File: config.mk
export PLATFORM = sky130hd
export DESIGN_NAME = seg7_scan_ctrl
export DESIGN_NICKNAME = d
export VERILOG_FILES = /design/src/rtl/seg7_scan_ctrl.sv
export SDC_FILE = /design/constraint.sdc
export NUM_CORES = 1
export LEC_CHECK = 0
export CAP_MARGIN = 20
export CORE_AREA = 2 2 140 142
export CTS_CLUSTER_DIAMETER = 150
export DETAILED_ROUTE_END_ITERATION = 12
export DIE_AREA = 0 0 142 144
export GPL_TIMING_DRIVEN = 1
export PLACE_DENSITY = 0.52
export SLEW_MARGIN = 5
export SYNTH_ARGS = -nofsm -noshare
export SYNTH_HDL_FRONTEND = slang
export SYNTH_SLANG_ARGS = --single-unit
export TNS_END_PERCENT = 100
File: constraint.sdc
create_clock -name clk -period 5.3 [get_ports clk]
set_clock_uncertainty 0.15 [all_clocks]
set_input_delay 1.325 -clock clk [delete_from_list [all_inputs] [get_ports clk]]
set_output_delay 1.325 -clock clk [all_outputs]
set_load 0.01 [all_outputs]
File: src/rtl/seg7_scan_ctrl.sv
// seg7_scan_ctrl: time-multiplexed driver for NUM_DIGITS common-anode 7-segment
// digits sharing one segment bus. Latches a hex word plus decimal-point and
// blank masks, then scans the digits round-robin. Each digit is lit for
// DIGIT_CYCLES clocks. Between digits, every digit is dark for GUARD_CYCLES
// clocks to suppress ghosting. New data reaches the display registers only at
// the frame boundary, so a frame never shows a mix of old and new data.
//
// Ports:
//   clk          system clock
//   rst          synchronous active-high reset
//   enable       1 = scanning, 0 = display dark
//   load         single-cycle strobe capturing value/dp_mask/blank_mask
//   value        packed hex nibbles, digit i = value[4i+3:4i]
//   dp_mask      1 = decimal point lit on digit i
//   blank_mask   1 = digit i forced dark
//   seg          {dp,a,b,c,d,e,f,g}, active-low, registered
//   an           anode selects, active-low, registered
//   frame_tick   one-cycle pulse on the cycle after the frame commit edge
//   busy_pending loaded data is waiting for the next frame commit
//
// Optional feature macro: LEADING_ZERO_BLANK_EN
//   When defined, leading zero digits of the display word are blanked. Digit 0
//   and any digit with its decimal point lit are never blanked by this rule.

module seg7_scan_ctrl #(
  parameter int unsigned NUM_DIGITS   = 8,
  parameter int unsigned DIGIT_CYCLES = 100000,
  parameter int unsigned GUARD_CYCLES = 2000
) (
  input  logic                    clk,
  input  logic                    rst,
  input  logic                    enable,
  input  logic                    load,
  input  logic [4*NUM_DIGITS-1:0] value,
  input  logic [NUM_DIGITS-1:0]   dp_mask,
  input  logic [NUM_DIGITS-1:0]   blank_mask,
  output logic [7:0]              seg,
  output logic [NUM_DIGITS-1:0]   an,
  output logic                    frame_tick,
  output logic                    busy_pending
);

  localparam int unsigned VAL_W   = 4 * NUM_DIGITS;
  localparam int unsigned DIG_W   = (NUM_DIGITS > 1) ? $clog2(NUM_DIGITS) : 1;
  localparam int unsigned CNT_MAX = (DIGIT_CYCLES > GUARD_CYCLES) ? DIGIT_CYCLES : GUARD_CYCLES;
  localparam int unsigned CNT_W   = (CNT_MAX > 1) ? $clog2(CNT_MAX) : 1;
  localparam bit          HAS_GUARD = (GUARD_CYCLES > 0);

  localparam logic [CNT_W-1:0] DIGIT_LAST = CNT_W'(DIGIT_CYCLES - 1);
  localparam logic [CNT_W-1:0] GUARD_LAST = CNT_W'((GUARD_CYCLES > 0) ? GUARD_CYCLES - 1 : 0);
  localparam logic [DIG_W-1:0] DIG_LAST   = DIG_W'(NUM_DIGITS - 1);

  typedef enum logic [1:0] {
    ST_OFF   = 2'd0,
    ST_GUARD = 2'd1,
    ST_SHOW  = 2'd2
  } state_e;

  // Active-low {a,b,c,d,e,f,g} pattern for a hex nibble.
  function automatic logic [6:0] hex_to_seg(input logic [3:0] nib);
    logic [6:0] s;
    case (nib)
      4'h0: s = 7'h01;
      4'h1: s = 7'h4F;
      4'h2: s = 7'h12;
      4'h3: s = 7'h06;
      4'h4: s = 7'h4C;
      4'h5: s = 7'h24;
      4'h6: s = 7'h20;
      4'h7: s = 7'h0F;
      4'h8: s = 7'h00;
      4'h9: s = 7'h04;
      4'hA: s = 7'h08;
      4'hB: s = 7'h60;
      4'hC: s = 7'h31;
      4'hD: s = 7'h42;
      4'hE: s = 7'h30;
      4'hF: s = 7'h38;
      default: s = 7'h7F;
    endcase
    return s;
  endfunction

`ifdef LEADING_ZERO_BLANK_EN
  // Walk down from the top digit; blank zero digits until the first nonzero or dp digit.
  function automatic logic [NUM_DIGITS-1:0] lead_zero_mask(
    input logic [VAL_W-1:0]      v,
    input logic [NUM_DIGITS-1:0] dp
  );
    logic [NUM_DIGITS-1:0] m;
    logic                  run;
    m   = '0;
    run = 1'b1;
    for (int i = int'(NUM_DIGITS) - 1; i >= 1; i--) begin
      if (run && (v[4*i +: 4] == 4'h0) && !dp[i]) begin
        m[i] = 1'b1;
      end else begin
        run = 1'b0;
      end
    end
    return m;
  endfunction
`endif

  // Scan sequencer state.
  state_e           state_q, state_d;
  logic [DIG_W-1:0] digit_q, digit_d;
  logic [CNT_W-1:0] cnt_q,   cnt_d;
  logic             wrap_c;

  // Pending (loaded) and display (committed) data.
  logic [VAL_W-1:0]      pend_val_q,   pend_val_d;
  logic [NUM_DIGITS-1:0] pend_dp_q,    pend_dp_d;
  logic [NUM_DIGITS-1:0] pend_blank_q, pend_blank_d;
  logic [VAL_W-1:0]      disp_val_q,   disp_val_d;
  logic [NUM_DIGITS-1:0] disp_dp_q,    disp_dp_d;
  logic [NUM_DIGITS-1:0] disp_blank_q, disp_blank_d;
  logic                  busy_q,       busy_d;

  // Registered outputs.
  logic [7:0]            seg_q,  seg_d;
  logic [NUM_DIGITS-1:0] an_q,   an_d;
  logic                  tick_q, tick_d;

  logic [NUM_DIGITS-1:0] blank_eff_c;
  logic [3:0]            nib_c;

  // State register.
  always_ff @(posedge clk) begin
    if (rst) begin
      state_q <= ST_OFF;
      digit_q <= '0;
      cnt_q   <= '0;
    end else begin
      state_q <= state_d;
      digit_q <= digit_d;
      cnt_q   <= cnt_d;
    end
  end

  // Next-state logic; wrap_c marks the edge where the digit index returns to 0.
  always_comb begin
    state_d = state_q;
    digit_d = digit_q;
    cnt_d   = cnt_q;
    wrap_c  = 1'b0;
    if (!enable) begin
      state_d = ST_OFF;
      digit_d = '0;
      cnt_d   = '0;
    end else begin
      case (state_q)
        ST_OFF: begin
          state_d = HAS_GUARD ? ST_GUARD : ST_SHOW;
          digit_d = '0;
          cnt_d   = '0;
        end
        ST_GUARD: begin
          if (cnt_q == GUARD_LAST) begin
            state_d = ST_SHOW;
            cnt_d   = '0;
          end else begin
            cnt_d = cnt_q + CNT_W'(1);
          end
        end
        ST_SHOW: begin
          if (cnt_q == DIGIT_LAST) begin
            state_d = HAS_GUARD ? ST_GUARD : ST_SHOW;
            cnt_d   = '0;
            if (digit_q == DIG_LAST) begin
              digit_d = '0;
              wrap_c  = 1'b1;
            end else begin
              digit_d = digit_q + DIG_W'(1);
            end
          end else begin
            cnt_d = cnt_q + CNT_W'(1);
          end
        end
        default: begin
          state_d = ST_OFF;
          digit_d = '0;
          cnt_d   = '0;
        end
      endcase
    end
  end

  // Data commit and output decode, all computed from next-state so the
  // registered pins move on the same edge as the sequencer.
  always_comb begin
    pend_val_d   = pend_val_q;
    pend_dp_d    = pend_dp_q;
    pend_blank_d = pend_blank_q;
    disp_val_d   = disp_val_q;
    disp_dp_d    = disp_dp_q;
    disp_blank_d = disp_blank_q;
    busy_d       = busy_q;
    tick_d       = 1'b0;
    seg_d        = 8'hFF;
    an_d         = '1;

    if (state_q == ST_OFF) begin
      // Nothing is on screen, so a load can go straight to the display.
      if (load) begin
        pend_val_d   = value;
        pend_dp_d    = dp_mask;
        pend_blank_d = blank_mask;
        disp_val_d   = value;
        disp_dp_d    = dp_mask;
        disp_blank_d = blank_mask;
        busy_d       = 1'b0;
      end
    end else begin
      if (load) begin
        pend_val_d   = value;
        pend_dp_d    = dp_mask;
        pend_blank_d = blank_mask;
        busy_d       = 1'b1;
      end
      if (wrap_c) begin
        // A load on the commit edge bypasses the pending registers.
        disp_val_d   = load ? value      : pend_val_q;
        disp_dp_d    = load ? dp_mask    : pend_dp_q;
        disp_blank_d = load ? blank_mask : pend_blank_q;
        busy_d       = 1'b0;
        tick_d       = 1'b1;
      end
    end

`ifdef LEADING_ZERO_BLANK_EN
    blank_eff_c = disp_blank_d | lead_zero_mask(disp_val_d, disp_dp_d);
`else
    blank_eff_c = disp_blank_d;
`endif

    nib_c = disp_val_d[{digit_d, 2'b00} +: 4];
    if ((state_d == ST_SHOW) && !blank_eff_c[digit_d]) begin
      an_d[digit_d] = 1'b0;
      seg_d         = {~disp_dp_d[digit_d], hex_to_seg(nib_c)};
    end
  end

  // Data and output registers.
  always_ff @(posedge clk) begin
    if (rst) begin
      pend_val_q   <= '0;
      pend_dp_q    <= '0;
      pend_blank_q <= '0;
      disp_val_q   <= '0;
      disp_dp_q    <= '0;
      disp_blank_q <= '0;
      busy_q       <= 1'b0;
      tick_q       <= 1'b0;
      seg_q        <= 8'hFF;
      an_q         <= '1;
    end else begin
      pend_val_q   <= pend_val_d;
      pend_dp_q    <= pend_dp_d;
      pend_blank_q <= pend_blank_d;
      disp_val_q   <= disp_val_d;
      disp_dp_q    <= disp_dp_d;
      disp_blank_q <= disp_blank_d;
      busy_q       <= busy_d;
      tick_q       <= tick_d;
      seg_q        <= seg_d;
      an_q         <= an_d;
    end
  end

  assign seg          = seg_q;
  assign an           = an_q;
  assign frame_tick   = tick_q;
  assign busy_pending = busy_q;

endmodule

Word level (Yosys, flattened, before mapping)
Memory sizes are Yosys's and may differ from the RTL's. A register that Yosys moved wholly into a read port is not among the register bits.
Cells that the tools add are included.

storage, ports and cells
  bits of input ports = 52
  word-level logic and storage cells = 77
  memories = 1
  bits in registers = 136
  output and inout port bits = 18
  memory bits (read-only) = 112

memory list
  name              depth  bits a word  rd ports  clocked after memory_dff  write ports  RTL line  source
  (name not given)  16     7            1         1                         0            62        case (nib)

operators by class
  add/subtract/negate cells = 2
  reduce and logical (&&, ||, !) cells = 9
  muxes and demuxes = 38
  order comparisons = 2
  equal/unequal tests = 7
  shift operators = 1
  bitwise gates (word level) = 4

operators by type and width
  cell                                                                number
  two-way mux 32 bit                                                  4
  two-way mux 8 bit                                                   8
  two-way mux 17 bit                                                  2
  one-hot mux 17 bit (2 select lines)                                 1
  variable part select 32 x 6 -> 4 bit                                1
  adder 17 x 1 -> 17 bit (second input constant)                      1
  equality test 17 x 11 -> 1 bit (second input constant)              1
  equality test 17 bit (second input constant)                        1
  two-way mux 1 bit                                                   12
  two-way mux 3 bit                                                   3
  NOT 8 bit                                                           1
  binary-select mux 1 bit (select 3 bit)                              2
  two-way mux 2 bit                                                   3
  one-hot mux 2 bit (3 select lines)                                  1
  one-hot mux 3 bit (2 select lines)                                  1
  OR reduction 2 bit                                                  3
  equality test 2 bit (second input constant)                         2
  less-than comparator 3 x 4 -> 1 bit (second input constant)         1
  adder 3 x 1 -> 3 bit (second input constant)                        1
  demux 1 bit (select 3 bit)                                          1
  equality test 3 bit (second input constant)                         1
  greater-or-equal comparator 3 x 1 -> 1 bit (second input constant)  1
  NOT 1 bit                                                           3
  equality test 2 x 1 -> 1 bit (second input constant)                1
  other kinds (6)                                                     7

Depth between registers and ports, before layout
  word-level depth = 13
  depth in mapped cells = 18
  gate-level depth less buffers = 16

Least setup slack after synthesis
Ideal clock, no wire load.

  path kind = input to register
  from = input port load
  to = register seg_q[3], in the netlist seg[3]
  data arrival time = 4.034 ns
  setup time = 0.125 ns
  path buffers = 3
  path slack = 0.991 ns
  required time = 5.025 ns
  stages = 16
  cells stage by stage = clkbuf_1 and2_1 clkbuf_1 a21o_1 clkbuf_1 a221o_1 nand2_1 o211a_1 a221o_1 nor2_1 inv_1 ha_1 inv_1 a31oi_1 a211oi_1 o21ai_0

on the way
  word-level cells in the longest chain between the ends = 9
  elaborated cells on any way between the ends = 15
  classes of those cells = shift (1); mux (10); bitwise (1); reduce/logical (3)

RTL lines
  item                                     RTL line  source
  from (decl)                              33        input logic load,
  two-way mux 8 bit                        n/a
  two-way mux 8 bit                        221       if (wrap_c) begin
  two-way mux 8 bit                        203       if (state_q == ST_OFF) begin
  binary-select mux 1 bit (select 3 bit)   238       if ((state_d == ST_SHOW) && !blank_eff_c[digit_d]) begin
  two-way mux 1 bit (implied by the code)  238
  zero test 1 bit                          238
  logical AND 1 bit                        238
  NOT 1 bit (no source line)               n/a
  OR reduction 2 bit (no source line)      n/a
  to (decl)                                121       logic [7:0] seg_q, seg_d;

Several ways; a longest one is shown, not always the timed one. The select of a mux whose other input is x is not followed.
A chain may end at the register's enable or synchronous reset.

Worst setup path after layout
  from = input port enable
  to = register seg_q[1], in the netlist seg[1]

on the way
  word-level cells in the longest chain between the ends = 9
  elaborated cells on any way between the ends = 15
  classes of those cells = eq/ne (1); shift (1); mux (9); bitwise (1); reduce/logical (3)

RTL lines
  item                                     RTL line  source
  from (decl)                              32        input logic enable,
  two-way mux 1 bit                        147       if (!enable) begin
  two-way mux 8 bit                        221
  two-way mux 8 bit                        203
  binary-select mux 1 bit (select 3 bit)   238
  two-way mux 1 bit (implied by the code)  238
  zero test 1 bit                          238
  logical AND 1 bit                        238
  NOT 1 bit (no source line)               n/a
  OR reduction 2 bit (no source line)      n/a

Several ways; a longest one is shown, not always the timed one. The select of a mux whose other input is x is not followed.

==> flow_metrics.py <==
metrics = {
    "layout": {
        "syn2layout_area_growth_pct": 22.9,
        "diodes": 0,
        "drive_above_1_share_pct": 9.06,
        "fin_util_pct": 43.4,
        "final_nets": 913,
    },
    "critical_path": {
        "crit_arrival_ns": 5.06,
        "path_max_fanout": 8,
        "crit_start": "enable",
        "max_stage_delay_ns": 0.62,
        "r2r-start": "cnt_q[0]",
        "r2r_cells": 14,
        "critPathCapture": "seg[1]",
        "path_cells": "clkdlybuf4s50_1 > nand3_1 > or3_1 > nor2_1 > nand3b_1 > a21oi_1 > a221oi_1 > nor3_1 > nor4_2 > buf_4 > inv_1 > ha_1 > inv_1 > a31oi_1 > o21ai_0 > nand3_1",
        "criticalPathCategory": "in2reg",
        "critPathRequiredTime_ns": 5.51,
        "slowest_stage": "nor2_1",
        "r2r_end": "seg[3]",
        "end_kind": "flop",
        "reg2reg_slack_ns": 1.00,
        "startpoint_type": "input pin",
    },
    "detailed_routing": {
        "dr.pass1.iters": 5,
        "drt_iter0_drc": 441,
        "ant_nets": 0,
        "wire_per_inst_um": 18.6,
        "viasPerCell": 5.58,
        "vias": 6133,
        "wirelength_um": 20400,
        "drc": 0,
    },
    "pwr": {
        "peakVddDrop_uv": 190,
        "p_per_area_nw_per_um2": 317,
        "finalPower_mw": 2.63,
        "p_leak_nw": 3.13,
    },
    "synthesis": {
        "ys_types": 73,
        "synth_area_um2": 6740,
        "synth_edf_count": 0,
        "synth.most_common_cell": "dfxtp_1",
        "ys_seq_area_share_pct": 40.4,
        "synthesis.area_per_instance_um2": 8.50,
        "syn_inst": 793,
        "synthFlopType": "dfxtp_1",
        "netlist_top_cells_count": "136 x dfxtp_1, 132 x nor2_1, 52 x mux2i_1, 48 x nand2_1, 37 x clkbuf_1",
        "syn_nets": 858,
        "synthArstFlopShare_pct": 0,
        "synth_top_area_cell": "dfxtp_1",
        "yosys_warnings": 0,
        "synth-seq-cells": 136,
        "synth_top_area_share_pct": 40.4,
        "ys_top_cells_by_area": "dfxtp_1 40%, mux2i_1 7.7%, nor2_1 7.4%, a21oi_1 2.7%, nand2_1 2.7%",
    },
    "place": {
        "gp_congestion": 0.934,
        "dp_hpwl_um": 13900,
        "port_buffers": 69,
        "place_ws_ns": 0.0471,
    },
    "sta": {
        "setup_viol": 0,
        "relSlewSlack_pct": 45.9,
        "tightestPinTransition_ns": 0.812,
        "hold_viol": 0,
        "maxSlewViolCount": 0,
        "tns_ns": 0,
        "rsz0062_at_grt": "false",
        "setup_slack_ns": 0.453,
        "fin_crit_sh_pct": 91.4,
        "period_needed_ns": 4.85,
        "max_clock_freq_ghz": 0.206,
    },
    "job": {
        "drv_cap": 0,
    },
    "die": {
        "row_count": 51,
        "initial_core_util_pct": 35.3,
        "dieArea_um2": 20400,
        "core_area_um2": 19100,
        "io_pins": 70,
        "die_w_um": 142,
        "fp.dieH_um": 144,
    },
    "global_route": {
        "grt_pass1_vias": 5909,
        "antenna_found_initial": 0,
        "grt_overflow_total": 0,
        "grtUsageTotal_pct": 20.4,
        "grt_max_degree": 104,
        "grt_pass1_wl_um": 32200,
    },
    "cts": {
        "worstSkewPairLatency_ns": 0.42,
        "htreeDepth": 4,
        "cts_root_buf": "clkbuf_16",
        "cts.repair.resized": 0,
        "clkTransAtPathRegs_ns": 0.06,
        "clk_path_buf_depth": 2,
        "cts_hold_buf": 0,
        "cts_tree": "built",
        "post-cts-setup-buffers": 0,
        "cts.sinks": 136,
        "cts-buffers-inserted": 17,
    },
    "run_status": {
        "status": "finished, final reports clean",
    },
    "hold_path": {
        "worst_hold_path_type": "reg2reg",
        "min-delay-start": "cnt_q[0]",
    },
}
layer usage:
| metal | wire, um | track usage, % | vias to the layer above |
|---|---|---|---|
| met1 | 9130 | 26.4 | 2942 |
| li1 | - | - | 2966 |
| met5 | 0 | 0 | - |
| met2 | 9940 | 34.3 | 195 |
| met3 | 977 | 3.77 | 30 |
| met4 | 388 | 7.26 | 0 |
critical path: cells and delay by family:
| family | cells | cell delay (ns) |
|---|---|---|
| AND/OR/NAND/NOR | 7 | 1.95 |
| buffers and inverters | 4 | 0.92 |
| AO/OA/AOI/OAI | 4 | 0.68 |
| adder cells (fa/ha/maj) | 1 | 0.18 |
metrics by stage:
stage / instances / area (um2) / hold slack, ns
floorplan: 793 / 6740 / 0.280
global placement: 1066 / 7650 / 0.294
detailed placement: 1066 / 7650 / 0.307
CTS: 1098 / 8260 / 0.317
global route: 1099 / 8290 / 0.346
finish: 1099 / 8290 / 0.316
report_power, final:
part	switching, mW	internal (mW)	leakage (nW)
Sequential	0.0230	1.07	1.12
Clock	0.474	0.745	0.285
Combinational	0.172	0.140	1.73
how the worst min path moves through the flow:
stage                     to  cells after the start
2_1_floorplan       cnt_q[0]                      1
3_3_place_gp        cnt_q[0]                      1
3_5_place_dp   pend_val_q[2]                      2
4_1_cts        pend_val_q[2]                      2
5_1_grt             cnt_q[0]                      1
6_report            cnt_q[0]                      1
final cells by class:
| type | instances | area (um2) |
|---|---|---|
| clock buffers | 19 | 433 |
| clock inverters | 13 | 170 |
| fillers | 1855 | 10800 |
| inverters | 21 | 78.8 |
| multi-input cells | 582 | 3720 |
| flip-flops and latches | 136 | 2720 |
| well taps | 238 | 298 |
| repair buffers | 90 | 863 |
logic make-up (layout without fill, tap and decap cells):
group | Yosys count | count (layout) | synth area share, %
xor gates and xnor gates | 14 | 14 | 1.82
DFF | 136 | 136 | 40.4
AOI/OAI and AO/OA | 177 | 177 | 18.4
adders and majority gates | 13 | 13 | 2.41
buffers and inverters | 75 | 143 | 4.55
muxes | 55 | 55 | 8.23
and+or+nand+nor | 323 | 323 | 24.2
state kept, by name (all words and copies together), names as in the netlist, 2 cells and up:
signal,count
seg,8
pend_blank_q,8
pend_val_q,32
disp_dp_q,8
pend_dp_q,8
digit_q,3
an,8
cnt_q,17
state_q,2
disp_blank_q,8
disp_val_q,32
cell usage in the layout (no fill, tap or decap), types with 9 or more instances in the layout:
cell type / netlist / final
o221ai_1: 15 / 15
nor3b_1: 12 / 12
a221oi_1: 9 / 9
nand2b_1: 10 / 10
nand2_1: 48 / 48
nor3_1: 13 / 13
buf_4: 0 / 22
a22oi_1: 10 / 10
clkdlybuf4s50_1: 0 / 67
o31ai_1: 9 / 9
mux2i_1: 52 / 52
xor2_1: 10 / 10
inv_1: 20 / 20
o21ai_0: 32 / 32
nand3b_1: 10 / 10
nor2b_1: 18 / 18
ha_1: 13 / 12
clkbuf_16: 0 / 17
dfxtp_1: 136 / 136
a21oi_1: 36 / 34
nand3_1: 24 / 24
o22ai_1: 9 / 9
nor2_1: 132 / 132
(Power assumes the default switching activity.)
